**src/rtl/cpu_pkg.sv**
```systemverilog
// Shared types for the teaching-CPU step controller: phase encoding and PC width.
package cpu_pkg;

    localparam int PC_W = 8;

    typedef enum logic [2:0] {
        ST_IDLE   = 3'd0,
        ST_FETCH  = 3'd1,
        ST_DECODE = 3'd2,
        ST_EXEC   = 3'd3,
        ST_WB     = 3'd4,
        ST_HALT   = 3'd5
    } state_t;

endpackage

```
**src/rtl/btn_debounce.sv**
```systemverilog
// Panel button front end: 2-FF synchronizer, level debounce, one-cycle rising-edge pulse.
// press_o fires 2 + DEBOUNCE_CYCLES cycles after a clean btn_raw_i rise; no backpressure.
module btn_debounce #(
    parameter int DEBOUNCE_CYCLES = 4
) (
    input  logic clk,
    input  logic rst,
    input  logic btn_raw_i,
    output logic press_o
);

    localparam int CW = (DEBOUNCE_CYCLES > 1) ? $clog2(DEBOUNCE_CYCLES) : 1;
    localparam logic [CW-1:0] CNT_LAST = CW'(DEBOUNCE_CYCLES - 1);

    logic          sync1_q, sync2_q;
    logic          level_q, level_d;
    logic          press_q, press_d;
    logic [CW-1:0] cnt_q, cnt_d;

    // Counter only advances while the synchronized sample disagrees with the accepted level.
    always_comb begin
        level_d = level_q;
        cnt_d   = '0;
        if (sync2_q != level_q) begin
            if (cnt_q == CNT_LAST) begin
                level_d = sync2_q;
            end else begin
                cnt_d = cnt_q + 1'b1;
            end
        end
        press_d = level_d & ~level_q;
    end

    always_ff @(posedge clk) begin
        if (rst) begin
            sync1_q <= 1'b0;
            sync2_q <= 1'b0;
            level_q <= 1'b0;
            cnt_q   <= '0;
            press_q <= 1'b0;
        end else begin
            sync1_q <= btn_raw_i;
            sync2_q <= sync1_q;
            level_q <= level_d;
            cnt_q   <= cnt_d;
            press_q <= press_d;
        end
    end

    assign press_o = press_q;

endmodule

```
**src/rtl/cpu_step_ctrl.sv**
```systemverilog
// Phase sequencer: button press -> one-hot FETCH/DECODE/EXEC/WB strobes, single-step or free-run.
// One phase per cycle, 4-cycle instruction period; presses while busy only request a free-run stop.
module cpu_step_ctrl
    import cpu_pkg::*;
#(
    parameter int DEBOUNCE_CYCLES = 4,
    parameter int CNT_W           = 16
) (
    input  logic             clk,
    input  logic             rst,
    input  logic             btn_raw,
    input  logic             mode_run,
    input  logic             bp_en,
    input  logic [PC_W-1:0]  bp_addr,
    input  logic [PC_W-1:0]  pc,
    input  logic             halt_op,
    output logic             fetch_en,
    output logic             decode_en,
    output logic             exec_en,
    output logic             wb_en,
    output logic             busy,
    output logic             running,
    output logic             halted,
    output logic [CNT_W-1:0] retired
);

    state_t           state_q, state_d;
    logic             running_q, running_d;
    logic             stop_req_q, stop_req_d;
    logic [CNT_W-1:0] retired_q, retired_d;
    logic             press;
    logic             bp_hit;

    btn_debounce #(
        .DEBOUNCE_CYCLES(DEBOUNCE_CYCLES)
    ) u_btn (
        .clk       (clk),
        .rst       (rst),
        .btn_raw_i (btn_raw),
        .press_o   (press)
    );

    // pc during WB is the next instruction's address, so a hit stops before bp_addr executes.
    assign bp_hit = bp_en && (pc == bp_addr);

    always_comb begin
        state_d    = state_q;
        running_d  = running_q;
        stop_req_d = stop_req_q;
        retired_d  = retired_q;

        if (press && busy && running_q) begin
            stop_req_d = 1'b1;
        end

        case (state_q)
            ST_IDLE: begin
                if (press) begin
                    state_d    = ST_FETCH;
                    running_d  = mode_run;
                    stop_req_d = 1'b0;
                end
            end
            ST_FETCH:  state_d = ST_DECODE;
            ST_DECODE: state_d = ST_EXEC;
            ST_EXEC: begin
                if (halt_op) begin
                    state_d    = ST_HALT;
                    running_d  = 1'b0;
                    stop_req_d = 1'b0;
                end else begin
                    state_d = ST_WB;
                end
            end
            ST_WB: begin
                retired_d = retired_q + 1'b1;
                if (!running_q) begin
                    state_d = ST_IDLE;
                end else if (stop_req_q || bp_hit) begin
                    state_d    = ST_IDLE;
                    running_d  = 1'b0;
                    stop_req_d = 1'b0;
                end else begin
                    state_d = ST_FETCH;
                end
            end
            ST_HALT: state_d = ST_HALT;
            default: state_d = ST_IDLE;
        endcase
    end

    always_ff @(posedge clk) begin
        if (rst) begin
            state_q    <= ST_IDLE;
            running_q  <= 1'b0;
            stop_req_q <= 1'b0;
            retired_q  <= '0;
        end else begin
            state_q    <= state_d;
            running_q  <= running_d;
            stop_req_q <= stop_req_d;
            retired_q  <= retired_d;
        end
    end

    assign fetch_en  = (state_q == ST_FETCH);
    assign decode_en = (state_q == ST_DECODE);
    assign exec_en   = (state_q == ST_EXEC);
    assign wb_en     = (state_q == ST_WB);
    assign busy      = fetch_en | decode_en | exec_en | wb_en;
    assign running   = running_q;
    assign halted    = (state_q == ST_HALT);
    assign retired   = retired_q;

endmodule

```
**config.mk**
```make
export PLATFORM = sky130hd
export DESIGN_NAME = cpu_step_ctrl
export DESIGN_NICKNAME = d
export VERILOG_FILES = /design/src/rtl/cpu_pkg.sv /design/src/rtl/btn_debounce.sv /design/src/rtl/cpu_step_ctrl.sv
export SDC_FILE = /design/constraint.sdc
export NUM_CORES = 1
export LEC_CHECK = 0
export CAP_MARGIN = 0
export CELL_PAD_IN_SITES_DETAIL_PLACEMENT = 0
export CELL_PAD_IN_SITES_GLOBAL_PLACEMENT = 1
export CORE_MARGIN = 2
export CORE_UTILIZATION = 36
export CTS_CLUSTER_DIAMETER = 50
export DETAILED_ROUTE_END_ITERATION = 16
export HOLD_SLACK_MARGIN = 0.1
export PLACE_DENSITY = 0.89
export SKIP_CTS_REPAIR_TIMING = 1
export SLEW_MARGIN = 20
export SYNTH_ARGS = -nofsm -noshare
export SYNTH_HDL_FRONTEND = slang
export SYNTH_HIERARCHICAL = 1
export SYNTH_SLANG_ARGS = --single-unit
```
**constraint.sdc**
```tcl
create_clock -name clk -period 2.93 [get_ports clk]
set_clock_uncertainty 0.05 [all_clocks]
set_input_delay 0.586 -clock clk [delete_from_list [all_inputs] [get_ports clk]]
set_output_delay 0.586 -clock clk [all_outputs]
set_load 0.01 [all_outputs]
```
# --- Yosys cells after proc, flatten, opt, wreduce, memory -nomap -nowiden ---
# Cells that the tools add are included.
totals:
  elab_cells: 53
  register_bits: 27
  output_inout_bits: 23
op_classes:
  mux: 18
  add_sub_neg: 2
  n_bitwise: 6
  reduce_logical: 8
  eq_ne: 10
ops:
  columns: ["op", "n"]
  rows:
  - ["case mux 3 bit (6 select lines)", 1]
  - ["adder 16 x 1 -> 16 bit, second input constant", 1]
  - ["two-way mux 1 bit", 14]
  - ["equality test 8 bit", 1]
  - ["equality test 3 x 2 -> 1 bit, second input constant", 2]
  - ["equality test 3 bit, second input constant", 2]
  - ["case mux 1 bit (3 select lines)", 2]
  - ["equality test 3 x 1 -> 1 bit, second input constant", 1]
  - ["logical AND 1 bit", 3]
  - ["zero test 3 bit", 1]
  - ["two-way mux 3 bit", 1]
  - ["bitwise OR 1 bit", 3]
  - ["AND reduction 3 bit", 1]
  - ["nonzero test 3 bit", 1]
  - ["OR reduction 3 bit", 1]
  - ["adder 2 x 1 -> 2 bit, second input constant", 1]
  - ["equality test 2 bit, second input constant", 1]
  - ["!= test 2 x 1 -> 1 bit, second input constant", 1]
  - ["!= test 2 bit, second input constant", 1]
  - ["NOT 1 bit", 2]
  - ["bitwise AND 1 bit", 1]
  - ["logical OR 1 bit", 1]
  - ["!= test 1 bit", 1]

# --- Depth between registers and ports, before layout ---
# Gate-level depths: netlist of run 1.
depth:
  word_depth: 10
  ltp_mapped: 6
  ltp_nobuf: 5

# --- Cells and area by module ---
# Netlist of run 1, hierarchy kept.
by_module_without_submodules:
  columns: ["module", "seq_area_each_um2", "n_inst", "cells_per_inst", "area_each_um2"]
  rows:
  - ["cpu_step_ctrl", 420.4, 1, 144, 1199.9]
  - ["btn_debounce", 120.1, 1, 15, 201.4]

# --- Worst setup path before layout of run 1 ---
# OpenSTA, ideal clock, no wires.
synth_timing:
  path_kind: "register to register"
  from: "register retired_q[0] (netlist: retired[0])"
  to: "register retired_q[12] (netlist: retired[12])"
  setup_ps: 70
  stages_incl_launch_ff: 6
  t_required_ps: 2810
  slack_ps: 1129
  arrival_ps: 1680
  cell_sequence: "dfxtp_1 ha_1 inv_1 or4_4 or3_1 a21oi_1"
synth_between:
  elab_chain_cells: 1
synth_rtl:
  columns: ["item", "line_no", "rtl"]
  rows:
  - ["from (decl)", "cpu_step_ctrl.sv:30", "logic [CNT_W-1:0] retired_q, retired_d;"]
  - ["from (signal assigned)", "cpu_step_ctrl.sv:102", "retired_q <= retired_d;"]
  - ["adder 16 x 1 -> 16 bit", "cpu_step_ctrl.sv:76", "retired_d = retired_q + 1'b1;"]
# No other way between the ends.
# A chain may end at the register's enable or synchronous reset.

# --- Final worst setup path of run 1 ---
layout_timing:
  from: "register state_q[1]"
  to: "output port wb_en"
layout_between:
  elab_chain_cells: 1
layout_rtl:
  columns: ["item", "line_no", "rtl"]
  rows:
  - ["from (decl)", "cpu_step_ctrl.sv:27", "state_t state_q, state_d;"]
  - ["from (signal assigned)", "cpu_step_ctrl.sv:99", "state_q <= state_d;"]
  - ["equality test 3 bit", "cpu_step_ctrl.sv:109", "assign wb_en = (state_q == ST_WB);"]
  - ["to (decl)", "cpu_step_ctrl.sv:20", "output logic wb_en,"]
# No other way between the ends.

==> results.toml, run 1 <==
[synthesis]
syn-cell-area_um2 = 1400
synthArstFlopShare = 0
synth_top_area_cell = "dfxtp_1"
syn_avg_cell_area_um2 = 8.81
synth-seq-cells = 27
synthTopCellsByArea = "dfxtp_1 39%, xnor2_1 8.8%, nor2_1 4.8%"
yosys_warnings = 6
synth-edff-count = 0
ys_seq_area_frac = 0.386
synth_nets = 183
ys_types = 44
synth_top_area_frac = 0.386
netlist_instances = 159
synthFlopType = "dfxtp_1"

[setup_path]
crit_family = "buffers and inverters"
reg2reg_depth = 4
r2r_end = "retired[15]"
required_ns = 2.29
cp.arrival_ns = 1.87
critical_path_depth = 3
start_kind = "flip-flop"
path_buf_inv = 2
reg2reg_slack_ns = 0.95
path_cells = "or3b_1, inv_2, clkdlybuf4s50_1"
worst-setup-path-type = "flip-flop to primary output"
reg2reg_from = "state_q[1]"
crit_start = "state_q[1]"
crit_path_end_kind = "primary output"
slowest_stage = "clkdlybuf4s50_1"
max_stage_delay_ns = 0.55
cp_max_fo = 14

[floorplanning]
rows = 22
core_um2 = 3690
ios = 45
die_height_um = 66.4
initial_core_util = 0.380
die_x_um = 66.4
die_area_um2 = 4410

[hold_path]
whs_path_depth = 1
hp-class = "flip-flop to flip-flop"
min_from = "u_btn/cnt_q[0]"
timing.hold.worst_endpoint = "u_btn/cnt_q[0]"

[final_layout]
fill_cells = 377
fin_cells = 252
drive_gt1_frac = 0.0784
antenna_cells = 0
synthToLayoutAreaGrowth_pct = 38.4
final_cell_mix = "44 x clkdlybuf4s50_1, 27 x dfxtp_1, 18 x nor2_1, 14 x xnor2_1"
mostFrequentLayoutCell = "clkdlybuf4s50_1"
utilization = 0.526
nets = 229

[timing]
fmax_ghz = 0.399
post-route-period-util = 0.855
tightest_slew_ns = 0.427
tns_ns = 0
finalHoldViolCount = 0
slew_headroom = 0.712
period_needed_ns = 2.50
rsz0062_at_grt = "no"
finalSetupViolations = 0
final_max_slew_viol_count = 0

[global_route]
track_usage = 0.145
grt_pass1_vias = 1220
grt_pass1_wl_um = 5090
antenna_found_initial = 0
gr-total-overflow = 0
grt_max_degree = 24

[clock_network]
clockBufferDepth = 2
clk_pin_slew_ns = 0.09
htreeDepth = 1
cts_root_buf = "clkbuf_8"
cts_made_buffers = 3
clock_latency_ns = 0.27
cts_sinks = 27
cts_tree = "built"

[routing]
drtPass1Iterations = 4
vias = 1262
wl_um = 3050
wl_per_cell_um = 12.1
drcViolationCount = 0
antenna_left = 0
drt_iter0_markers = 67
avgViaCountPerCell = 5.01

[power]
power_leakage_nw = 0.636
p_per_area_nw_per_um2 = 355
vdd_drop_max_uv = 175
power.total_mw = 0.689

[job]
maxCapViolCount = 0

[placed_design]
portBuffers = 44
dpl.cell_count = 248
hpwl_um = 2410
globalplace.congestion = 0.922

[status]
status = "completed"
Yosys cell counts, types with 3 or more instances:
cell type / instances
nor2b_1: 6
o21ai_0: 6
nand2_1: 9
nor3_1: 5
clkbuf_1: 3
nor2_1: 18
a21oi_1: 7
xor2_1: 6
dfxtp_1: 27
nand4_1: 4
inv_1: 7
nand3_1: 9
xnor2_1: 14
or3_1: 3
worst reg2reg max path, cell delays in order (launching register included):
cell	delay, ns
dfxtp_1	0.45
nand4bb_4	0.34
nor4_2	0.43
nor3b_1	0.26
mux2_1	0.34
routing by layer:
metal / wire (um) / up-vias / GRT usage
met5: 0 / - / 0
met3: 212 / 2 / 0.0341
li1: - / 649 / -
met4: 14 / 0 / 0.0561
met2: 1470 / 43 / 0.256
met1: 1350 / 568 / 0.168
cell families after synthesis:
kind of cell	after synthesis	share of synthesized area
AND/OR/NAND/NOR	72	0.311
flip-flops	27	0.386
AO/OA/AOI/OAI	23	0.105
XOR/XNOR	20	0.125
buffers and inverters	13	0.0402
multiplexers	2	0.0152
adder cells (fa/ha/maj)	2	0.0179
registers in the layout, indices dropped and copies added (netlist names):
signal	cells
running	1
retired	16
u_btn/cnt_q	2
u_btn/press_o	1
u_btn/sync1_q	1
u_btn/level_q	1
stop_req_q	1
u_btn/sync2_q	1
state_q	3
where the power goes:
part | switching (mW) | total, mW | internal (mW)
Sequential | 0.00977 | 0.381 | 0.372
Combinational | 0.0357 | 0.0955 | 0.0598
Clock | 0.116 | 0.212 | 0.0964
metrics by stage:
step / hold slack (ns) / area, um^2 / setup slack, ns
floorplan: 0.354 / 1400 / 1.13
finish: 0.392 / 1940 / 0.426
detailed placement: 0.374 / 1890 / 0.727
CTS: 0.393 / 1940 / 0.414
global placement: 0.366 / 1890 / 0.762
global route: 0.419 / 1940 / 0.333
worst max path at each step:
stage / end
3_5_place_dp: wb_en
3_3_place_gp: wb_en
2_1_floorplan: retired[12]
4_1_cts: wb_en
6_report: wb_en
5_1_grt: wb_en
cell type report:
type | instances | area, um^2 | area share
clock buffers | 3 | 41.3 | 0.0213
clock inverters | 1 | 7.51 | 0.00387
inverters | 8 | 30.0 | 0.0155
multi-input cells | 119 | 805 | 0.415
flip-flops and latches | 27 | 541 | 0.279
well taps | 48 | 60.1 | 0.0310
repair buffers | 46 | 455 | 0.235
Power figures use the tool's default switching activity.
==> inputs of run 2 (changes only) <==
SETUP_SLACK_MARGIN = 0.02   (was not set)
==> results of run 2 <==
No change in the layout: final DEF, timing and power equal those of run 1.
==> RTL change 1 (flow settings as in run 1) <==
Reset style: asynchronous (`rst`), changed in 2 clocked blocks.
--- a/src/rtl/btn_debounce.sv
+++ b/src/rtl/btn_debounce.sv
@@ -32,5 +32,5 @@
     end
 
-    always_ff @(posedge clk) begin
+    always_ff @(posedge clk or posedge rst) begin
         if (rst) begin
             sync1_q <= 1'b0;
--- a/src/rtl/cpu_step_ctrl.sv
+++ b/src/rtl/cpu_step_ctrl.sv
@@ -90,5 +90,5 @@
     end
 
-    always_ff @(posedge clk) begin
+    always_ff @(posedge clk or posedge rst) begin
         if (rst) begin
             state_q    <= ST_IDLE;
Formal check against the unedited RTL: differs if rst is asserted again (counterexample within 10 cycles, from zero or initial values and one cycle with rst high); with rst held inactive, the same outputs for 10 cycles.
==> RTL change 1 against run 1 <==
Design area shrank 1.7%; synthesized area shrank 2.0%; highest routed layer unchanged; worst setup slack lost 0.086 ns; wire length shrank 16%; sequential cell count is the same.
Power is not compared: it rests on default switching activity, and its combinational part moved more than twofold at a synthesized area within 25%.
==> RTL change 1: results (changes against run 1) <==
run_status:
  outcome: "finished clean"  # unchanged
synthesis:
  synthCells: 131  # was 159
  synth_compound_area_share_pct: 8.01  # was 10.5%
  synth_mux_area_share_pct: 0  # was 1.52%
  async_flop_share_pct: 100  # was 0%
  yosys-top-cells-area: "dfrtp_1, xnor2_1, nand2_1"  # was dfxtp_1, xnor2_1, nor2_1
  synth.distinct_cells: 34  # was 44
place:
  routabilityCongestion: 0.750  # was 0.922
  dpl.hpwl_um: 2060  # was 2410 um
min_path:
  hp-start: "u_btn/sync1_q"  # was u_btn/cnt_q[0]
timing:
  fin_crit_sh_pct: 88.4  # was 85.5%
  tightest_slew_ns: 0.765  # was 0.427 ns
setup_path:
  cp_max_fo: 15  # was 14
  r2r_start: "state_q[2]"  # was state_q[1]
  crit_path_top_delay_cell: "dfrtp_1"  # was clkdlybuf4s50_1
  r2r-end: "retired[9]"  # was retired[15]
  slowest_delay_ns: 0.60  # was 0.55 ns
  rr_worst_depth: 5  # was 4
final_layout:
  multiInputGateArea_sq_um: 657  # was 805 sq um
  nets: 201  # was 229
  fillers: 351  # was 377
  final_cells: 224  # was 252
grt:
  grt_max_degree: 22  # was 24
  grt_pass1_wl_um: 4410  # was 5090 um
  grt_pass1_vias: 1034  # was 1220
routing:
  viasPerCell: 4.82  # was 5.01
  drtIter0Drc: 39  # was 67
## RTL change 1: cell count changes after synthesis, sizes merged, moves of 3 or more
cell	change
inv	-3
nand2	+4
dfxtp	-27
nor2	-10
nand3	-4
o21ai	-3
dfrtp	+27
xnor2	+8
or3	-3
a21oi	-5
## RTL change 1: layout make-up
cell class	count	share of cell area (%)
clock buffers	3	2.17
clock inverters	1	0.263
inverters	5	0.985
multi-input cells	95	34.5
flip-flops and latches	27	35.5
well taps	48	3.15
repair buffers	45	23.5
## RTL change 1: per-layer routing
| metal | up-vias | global-route usage (%) | routed length (um) | share of wire (%) |
|---|---|---|---|---|
| met2 | 40 | 21.2 | 1200 | 47 |
| li1 | 538 | - | - | - |
| met5 | - | 0 | 0 | 0 |
| met4 | 0 | 5.47 | 31 | 1.2 |
| met1 | 500 | 16.4 | 1110 | 43 |
| met3 | 2 | 3.58 | 219 | 8.5 |
==> RTL change 2 (config.mk and constraints of run 1) <==
Made on the original files. The parameter `CNT_W` goes from 16 to 18.
--- a/src/rtl/cpu_step_ctrl.sv
+++ b/src/rtl/cpu_step_ctrl.sv
@@ -5,5 +5,5 @@
 #(
     parameter int DEBOUNCE_CYCLES = 4,
-    parameter int CNT_W           = 16
+    parameter int CNT_W           = 18
 ) (
     input  logic             clk,
Interface: changed (resized retired); port bits go from 45 to 47. No check against the original RTL was run, so the function may have changed too.
==> RTL change 2 against run 1 <==
Synthesized cell count up 5.7%; wire length up 7.0%; total power up 8.6%; design area up 6.1%; register-to-register slack worse by 0.19 ns; synthesized area up 4.1%; utilization down 0.40 points; worst setup slack worse by 0.14 ns; cell count up 6.3%; sequential cell count up 2.
==> RTL change 2: results (changes against run 1) <==
setup_path:
  crit_family: "buffers and inverters"  # unchanged
  cp_max_fo: 16  # was 14
  crit_path_top_delay_cell: "dfxtp_1"  # was clkdlybuf4s50_1
  slowest_delay_ns: 0.60  # was 0.55 ns
  arrival_ns: 2.01  # was 1.87 ns
synthesis:
  yosys-top-cells-area: "dfxtp_1, xnor2_1, xor2_1"  # was dfxtp_1, xnor2_1, nor2_1
  synth_mux_area_share_pct: 0.686  # was 1.52%
  syn_nets: 192  # was 183
  synth-seq-area-share_pct: 39.8  # was 38.6%
  ys_top_cells_by_count: "dfxtp_1, nor2_1, a21oi_1, xnor2_1, xor2_1"  # was dfxtp_1, nor2_1, xnor2_1
  yosysWarnings: 6  # unchanged
  synth.distinct_cells: 39  # was 44
  synthAdderAreaFrac_pct: 1.72  # was 1.79%
  synthFlopType: "dfxtp_1"  # unchanged
  synth_compound_area_share_pct: 11.3  # was 10.5%
  synthXorXnorAreaFrac_pct: 12.6  # was 12.5%
  async_flop_share_pct: 0  # unchanged
min_path:
  min_path_type: "register to register"  # unchanged
place:
  routabilityCongestion: 0.815  # was 0.922
  port_buffers: 46  # was 44
  dpl.hpwl_um: 2430  # was 2410 um
  place_ws_ns: 0.573  # was 0.727 ns
power:
  leakage_nw: 0.685  # was 0.636 nW
  ir_drop_mv: 0.271  # was 0.175 mV
clock_network:
  clk_latency_ns: 0.27  # about the same
  cts_max_level: 2  # was 1
  clock_path_buffers: 2  # unchanged
  cts_buffers: 5  # was 3
  root_buffer: "clkbuf_8"  # unchanged
  clkTransAtPathRegs_ns: 0.06  # was 0.09 ns
grt:
  grt_pass1_wl_um: 5680  # was 5090 um
  antenna_found_initial: 0  # unchanged
  grt_pass1_vias: 1332  # was 1220
  grt_max_degree: 19  # was 24
  globalRouteTotalUtil_pct: 16.4  # was 14.5%
final_layout:
  largest_reg_flops: 18  # was 16
  fillers: 386  # was 377
  antennaDiodeCount: 0  # unchanged
  nets: 241  # was 229
  drive_gt1_share_pct: 6.88  # was 7.84%
run_status:
  outcome: "finished clean"  # unchanged
timing:
  tightest_slew_ns: 0.509  # was 0.427 ns
  setup_tns_ns: 0  # unchanged
routing:
  drtIter0Drc: 52  # was 67
  drt_first_pass_iters: 4  # unchanged
  dr_total_vias: 1394  # was 1262
  routed_wl_um: 3270  # was 3050 um
RTL change 2: area by class of cell:
cell class / count / area [sq um] / area share [%]
multi-input combinational: 123 / 817 / 39.7
sequential: 29 / 581 / 28.2
inverter: 9 / 33.8 / 1.64
tap: 50 / 62.6 / 3.04
timing repair buffer: 49 / 483 / 23.5
clock buffer: 8 / 80.1 / 3.89
RTL change 2: worst paths after layout:
kind,from,endpoint,slack [ns],cells after the start
worst max-delay path,state_q[1],wb_en,0.28,3
worst min-delay path,u_btn/cnt_q[0],u_btn/cnt_q[0],0.38,1
worst max register to register,state_q[1],retired[17],0.76,4
worst min register to register,u_btn/cnt_q[0],u_btn/cnt_q[0],0.38,1
RTL change 2: logic make-up after synthesis:
kind of cell / count (synthesis)
simple gates: 72
mux: 1
buf+inv: 16
xor+xnor: 21
flops: 29
compound gates: 27
fa+ha+maj: 2
RTL change 2: per-layer routing:
metal | track usage [%] | vias to the layer above | share of wire, %
li1 | - | 708 | -
met1 | 20.3 | 650 | 47
met2 | 25.9 | 32 | 46
met3 | 4.50 | 4 | 5.9
met4 | 8.67 | 0 | 1.6
met5 | 0 | - | 0
RTL change 2: where the power goes:
| group | internal, mW | switching, mW | total [mW] |
|---|---|---|---|
| clock | 0.168 | 0.134 | 0.302 |
| sequential | 0.396 | 0.000987 | 0.397 |
| combinational | 0.0324 | 0.0174 | 0.0498 |
| total | 0.597 | 0.152 | 0.749 |
RTL change 2: through the flow:
| stage | hold slack, ns | total power, mW | util, % | cell area, sq um | instances |
|---|---|---|---|---|---|
| 2_1_floorplan | 0.354 | 0.420 | - | 1460 | 168 |
| 3_3_place_gp | 0.368 | 0.455 | 50.1 | 1980 | 260 |
| 3_5_place_dp | 0.377 | 0.456 | 50.1 | 1980 | 260 |
| 4_1_cts | 0.385 | 0.762 | 52.2 | 2060 | 268 |
| 5_1_grt | 0.403 | 0.786 | 52.2 | 2060 | 268 |
| 6_report | 0.380 | 0.749 | 52.2 | 2060 | 268 |
